$ cat src/rtl/acu_out_port_if.sv
// rtl/acu_out_port_if.sv - store-side and consumer-side signal bundle for acu_out_port
interface acu_out_port_if #(
    parameter int SIZE  = 8,
    parameter int DEPTH = 4
);
    localparam int LW = $clog2(DEPTH + 1);

    logic            st_en;
    logic [SIZE-1:0] acc_val;
    logic            stall;
    logic [SIZE-1:0] out_data;
    logic            out_valid;
    logic            out_ready;
    logic [LW-1:0]   level;
    logic            ovf;
    logic            ovf_clr;

    modport master (
        output st_en, acc_val, out_ready, ovf_clr,
        input  stall, out_data, out_valid, level, ovf
    );

    modport slave (
        input  st_en, acc_val, out_ready, ovf_clr,
        output stall, out_data, out_valid, level, ovf
    );
endinterface

$ cat src/rtl/acu_out_port.sv
// rtl/acu_out_port.sv - accumulator output port: store FIFO drained over valid/ready
module acu_out_port #(
    parameter int SIZE  = 8,
    parameter int DEPTH = 4
) (
    input  logic          clk,
    input  logic          rstn,
    acu_out_port_if.slave bus
);
    localparam int PW = (DEPTH > 1) ? $clog2(DEPTH) : 1;
    localparam int LW = $clog2(DEPTH + 1);

    logic [SIZE-1:0] mem [DEPTH];
    logic [PW-1:0]   wr_ptr;
    logic [PW-1:0]   rd_ptr;
    logic [LW-1:0]   level;
    logic            ovf;

    logic full;
    logic valid;
    logic pop;
    logic push;
    logic drop;

    assign full  = (level == LW'(DEPTH));
    assign valid = (level != '0);
    assign pop   = valid && bus.out_ready;
    // A pop in the same edge frees a slot, so a store at full is still accepted.
    assign push  = bus.st_en && (!full || pop);
    assign drop  = bus.st_en && full && !pop;

    always_ff @(posedge clk) begin
        if (push) begin
            mem[wr_ptr] <= bus.acc_val;
        end
    end

    always_ff @(posedge clk or negedge rstn) begin
        if (!rstn) begin
            wr_ptr <= '0;
            rd_ptr <= '0;
            level  <= '0;
        end else begin
            if (push) begin
                wr_ptr <= wr_ptr + PW'(1);
            end
            if (pop) begin
                rd_ptr <= rd_ptr + PW'(1);
            end
            case ({push, pop})
                2'b10:   level <= level + LW'(1);
                2'b01:   level <= level - LW'(1);
                default: level <= level;
            endcase
        end
    end

    // Set has priority over clear so a drop is never lost.
    always_ff @(posedge clk or negedge rstn) begin
        if (!rstn) begin
            ovf <= 1'b0;
        end else if (drop) begin
            ovf <= 1'b1;
        end else if (bus.ovf_clr) begin
            ovf <= 1'b0;
        end
    end

    assign bus.out_valid = valid;
    assign bus.out_data  = valid ? mem[rd_ptr] : '0;
    assign bus.stall     = full;
    assign bus.level     = level;
    assign bus.ovf       = ovf;
endmodule

$ cat src/flat_wrapper.sv
// flat-port wrapper written by rule: the top's interface ports become plain ports
module acu_out_port_flat 
#(
    parameter int SIZE  = 8,
    parameter int DEPTH = 4
)
  (clk, rstn, bus_st_en, bus_acc_val, bus_out_ready, bus_ovf_clr, bus_stall, bus_out_data, bus_out_valid, bus_level, bus_ovf);
  acu_out_port_if #(.SIZE(SIZE), .DEPTH(DEPTH)) bus_i ();
  input  logic clk;
  input  logic rstn;
  input wire logic [$bits(bus_i.st_en)-1:0] bus_st_en;
  input wire logic [$bits(bus_i.acc_val)-1:0] bus_acc_val;
  input wire logic [$bits(bus_i.out_ready)-1:0] bus_out_ready;
  input wire logic [$bits(bus_i.ovf_clr)-1:0] bus_ovf_clr;
  output wire logic [$bits(bus_i.stall)-1:0] bus_stall;
  output wire logic [$bits(bus_i.out_data)-1:0] bus_out_data;
  output wire logic [$bits(bus_i.out_valid)-1:0] bus_out_valid;
  output wire logic [$bits(bus_i.level)-1:0] bus_level;
  output wire logic [$bits(bus_i.ovf)-1:0] bus_ovf;
  assign bus_i.st_en = bus_st_en;
  assign bus_i.acc_val = bus_acc_val;
  assign bus_i.out_ready = bus_out_ready;
  assign bus_i.ovf_clr = bus_ovf_clr;
  assign bus_stall = bus_i.stall;
  assign bus_out_data = bus_i.out_data;
  assign bus_out_valid = bus_i.out_valid;
  assign bus_level = bus_i.level;
  assign bus_ovf = bus_i.ovf;
  acu_out_port #(.SIZE(SIZE), .DEPTH(DEPTH)) u_core (.clk(clk), .rstn(rstn), .bus(bus_i));
endmodule
$ cat config.mk
export PLATFORM = sky130hd
export DESIGN_NAME = acu_out_port_flat
export DESIGN_NICKNAME = d
export VERILOG_FILES = /design/src/rtl/acu_out_port_if.sv /design/src/rtl/acu_out_port.sv /design/src/flat_wrapper.sv
export SDC_FILE = /design/constraint.sdc
export NUM_CORES = 1
export LEC_CHECK = 0
export ABC_CLOCK_PERIOD_IN_PS = 5320
export CORE_ASPECT_RATIO = 0.5
export CORE_MARGIN = 2
export CORE_UTILIZATION = 50
export DETAILED_ROUTE_END_ITERATION = 12
export PLACE_DENSITY = 0.75
export SYNTH_ARGS = -nofsm -noshare
export SYNTH_HDL_FRONTEND = slang
export SYNTH_SLANG_ARGS = --single-unit
$ cat constraint.sdc
create_clock -name clk -period 5.32 [get_ports clk]
set_clock_uncertainty 0.05 [all_clocks]
set_input_delay 1.064 -clock clk [delete_from_list [all_inputs] [get_ports clk]]
set_output_delay 1.064 -clock clk [all_outputs]
set_load 0.005 [all_outputs]
Word level (Yosys, flattened, before mapping):

Memories as Yosys holds them, arrays and structs flattened.
Cells that the tools add are included.
Widths: inputs -> output; s select.

* input bits: 13
* ROM bits: 0
* latch bits: 0
* memory bits (writable): 32
* output and inout port bits: 14
* word-level logic and storage cells: 28
* register bits: 8
* memories kept: 1

* $mul: 0
* equality and inequality tests: 3
* divide/modulo/power cells: 0
* shifts and indexed selects: 0
* bitwise logic cells: 0
* $lt $le $gt $ge: 0
* multiplexer cells: 6
* add/sub/neg operators: 4
* reduce and logical (&&, ||, !) cells: 10

Memories
* u_core.mem: words 4, bits a word 8, read ports 1, clocked after Yosys merged registers in 0, write ports 1, line acu_out_port.sv:13 `logic [SIZE-1:0] mem [DEPTH];`

Operator list (count)
* $mux 8: 1
* $pmux 3 s2: 1
* $add 2x1->2 const B: 2
* $logic_and 1x1->1: 4
* $mux 1: 4
* $reduce_bool 2->1: 2
* $add 3x1->3 const B: 1
* $eq 3x3->1 const B: 1
* $reduce_bool 3->1: 1
* $sub 3x1->3 const B: 1
* $eq 2x1->1 const B: 1
* $eq 2x2->1 const B: 1
* $logic_not 1->1: 2
* $logic_or 1x1->1: 1

Logic depth before layout (Yosys ltp):

* depth after elaboration: 6
* depth in mapped cells: 8
* depth with buffers taken out: 6

Least setup slack after synthesis:

OpenSTA, ideal clock, no wires.

* path kind: in2reg
* start: input bus_st_en
* end: register u_core.level[2] (netlist: u_core.bus.level[2])
* slack: 2.740 ns
* arrival: 2.385 ns
* stages: 7
* setup time: 0.146 ns
* path through: buf_2 inv_1 nand3_1 fa_1 or3b_1 nand3_1 o311ai_0

* cells in the longest elaborated chain, start to end: 3
* elaborated cells on any way between the ends: 5
* classes of those cells: eq/ne: 2; mux: 1; reduce/logical: 2

RTL lines
* from (decl): line flat_wrapper.sv:11 `input wire logic [$bits(bus_i.st_en)-1:0] bus_st_en;`
* $logic_and 1x1->1 *: line acu_out_port.sv:29 `assign push = bus.st_en && (!full || pop);`
* $eq 2x1->1 or $eq 2x2->1 (tied branches): line acu_out_port.sv:50 `case ({push, pop})`
* $pmux 3 s2 or $reduce_bool 2->1 (tied branches)
* to (signal assigned): line acu_out_port.sv:51 `2'b10: level <= level + LW'(1);`
* to (signal assigned): line acu_out_port.sv:52 `2'b01: level <= level - LW'(1);`
* to (signal assigned): line acu_out_port.sv:53 `default: level <= level;`
* to (decl): line acu_out_port.sv:16 `logic [LW-1:0] level;`

Mark *: on every way between the ends. The rest lies on a longest branch, timed or not.
A chain may end at the register's enable or synchronous reset.

Final worst setup path:

* start: register u_core.rd_ptr[0]
* end: output bus_out_data[6]

* cells in the longest elaborated chain, start to end: 2

RTL lines
* from (decl): line acu_out_port.sv:15 `logic [PW-1:0] rd_ptr;`
* from (signal assigned): line acu_out_port.sv:48 `rd_ptr <= rd_ptr + PW'(1);`
* $mem_v2 4x8
* $mux 8: line acu_out_port.sv:70 `assign bus.out_data = valid ? mem[rd_ptr] : '0;`
* to (decl): line flat_wrapper.sv:16 `output wire logic [$bits(bus_i.out_data)-1:0] bus_out_data;`

No other way between the ends.

==> flow_summary.toml <==
[status]
status = "finished, final reports clean"

[synthesis]
synth.distinct_cells = 31
async_flop_share_pct = 20.00
syn_nets = 126
synth_enable_flop_cells = 32
synth.avg_cell_area_um2 = 16.65
synthesis.area_um2 = 1798
ys_ff_latch = 40
synth_flop_cell = "edfxtp_1"
yosysWarnings = 0
ys_seq_area_share_pct = 64.58
netlist_instances = 108

[floorplanning]
die_height_um = 46.41
io_pins = 27
start_util_pct = 52.35
dieWidth_um = 88.81
core_area_um2 = 3435
row_count = 15
die_area_um2 = 4121

[cts]
tritoncts = "yes"
cts.reportedPaths.clkPinSlew_ps = 70
post-cts-setup-buffer-count = 0
cts-root-buf = "clkbuf_8"
cts.sinks = 40
clk_latency_ps = 280
postCtsResizedCells = 0
cts_hold_buf = 0
clockBufferDepth = 2
cts_buffers = 5
htreeDepth = 2

[sta]
worst_pin_slew_ps = 574.2
max_freq_mhz = 304.3
hold_ws_ps = 464.3
timing.final.crit_period_ps = 3287
slew-limit-headroom_pct = 61.72
setup_viol_count_final = 0
setup_tns_ps = 0
hold_violations = 0
rsz0062_at_grt = "no"
slew_viol_final = 0
period_share_pct = 61.78

[cells_and_area]
design_area_um2 = 2202
drive_gt1_share_pct = 14.07
finalNetCount = 153
n_antenna_cell = 0
nFillCells = 254
syn_to_final_growth_pct = 22.48

[route]
via_count = 946
drc = 0
vias_per_cell = 5.086
wire_per_inst_um = 14.55
ant_nets = 0
wl_um = 2706
first_iter_violations = 17
drtPass1Iterations = 4

[place]
io_buffers = 26
place_congestion = 0.8243
place_area_um2 = 2073
hpwl_um = 1868

[grt]
gr-total-overflow = 0
grtUsageTotal_pct = 14.78
grt_max_degree = 13
grt_pass1_vias = 851
grt_pass1_wl_um = 4098
antenna_found_initial = 0

[job]
maxCapViolations = 0

[worst_setup_path]
critical_path_class = "reg2out"
critPathLaunchType = "flip-flop"
worst-path-max-fanout = 10
worstPathArrival_ps = 2170
critPathRequiredTime_ps = 4210
end_kind = "primary output"

[pwr]
p_per_area_nw_per_um2 = 548.9
power.leakage_uw = 0.0007838
ir_drop_mv = 0.2695

[min_path]
hp-class = "reg2reg"
layout by cell type, fill, tap and decap left out, types with 3 or more instances in the layout:
master           netlist  layout
and2_1                13      13
clkbuf_8               0       5
clkdlybuf4s50_1        0      26
dfrtp_1                8       8
edfxtp_1              32      32
ha_1                   4       4
inv_1                  7       7
mux4_2                 8       8
nand3_1                3       3
xnor2_1                4       4
sequential cells by signal, indices dropped and copies added, names as in the netlist:
signal,count
u_core.mem,32
u_core.bus.level,3
u_core.rd_ptr,2
u_core.wr_ptr,2
u_core.bus.ovf,1
critical path, stage by stage, from the launching register on:
cell and delay, ps:
dfrtp_1 710, mux4_2 560, and2_1 170, clkdlybuf4s50_1 450
report_power, final:
group | total, uW | internal, uW | switching [uW]
registers | 503 | 420 | 82.6
clock network | 281 | 184 | 96.2
logic | 425 | 274 | 152
path summary, 6_finish.rpt:
path	start	to	slack [ps]	cells after the start
setup / recovery	u_core.rd_ptr[0]$_DFFE_PN0N_	bus_out_data[6]	2030	3
hold / removal	u_core.bus.ovf$_DFFE_PN0P_	u_core.bus.ovf$_DFFE_PN0P_	460	1
setup reg to reg	u_core.bus.level[2]$_DFFE_PN0P_	u_core.bus.level[2]$_DFFE_PN0P_	3180	6
hold reg to reg	u_core.bus.ovf$_DFFE_PN0P_	u_core.bus.ovf$_DFFE_PN0P_	460	1
max in group asynchronous	rstn	u_core.bus.level[0]$_DFFE_PN0P_	3910	1
min in group asynchronous	rstn	u_core.bus.level[2]$_DFFE_PN0P_	1020	1
cell usage after synthesis (2+ instances only):
library cell  number  share of area, %
buf_6              3               1.9
edfxtp_1          32                53
nand2_1            2              0.42
nand3_1            3              0.83
ha_1               4               2.8
inv_1              7               1.5
dfrtp_1            8                11
o21a_1             2              0.83
and2_1            13               4.5
a22oi_1            2              0.83
xnor2_1            4               1.9
buf_2              2              0.56
mux4_2             8                10
cells by family (layout without fill, tap and decap cells):
group	after synthesis	count (layout)	synth area share (%)
buffers and inverters	13	40	4.175
XOR/XNOR	5	5	2.436
adder cells (fa/ha/maj)	5	5	3.897
AO/OA/AOI/OAI	10	10	4.870
flip-flops	40	40	64.58
multiplexers	10	10	11.20
AND/OR/NAND/NOR	25	25	8.838
area by class of cell:
type	instances	area, um^2	share of cell area [%]
Clock inverter	2	60.06	2.727
Sequential cell	40	1161	52.73
Inverter	7	26.28	1.193
Timing Repair Buffer	26	260.3	11.82
Tap cell	51	63.81	2.898
Multi-Input combinational cell	55	561.8	25.51
Clock buffer	5	68.82	3.125
per-stage QoR:
stage          std cells  power [uW]  setup WS (ps)  util, %
5_1_grt              186        1279           1908    64.12
3_3_place_gp         179       933.1           2221    60.36
4_1_cts              186        1226           1982    64.12
2_1_floorplan        108       769.8           2740        -
3_5_place_dp         179       941.2           2172    60.36
6_report             186        1209           2033    64.12
layer usage:
metal	global-route usage, %	share of wire [%]
met5	0	0
met1	17.60	45
met2	24.48	49
met3	4.839	4.0
met4	8.182	2.2
No activity file was read; power rests on OpenSTA's default activity.
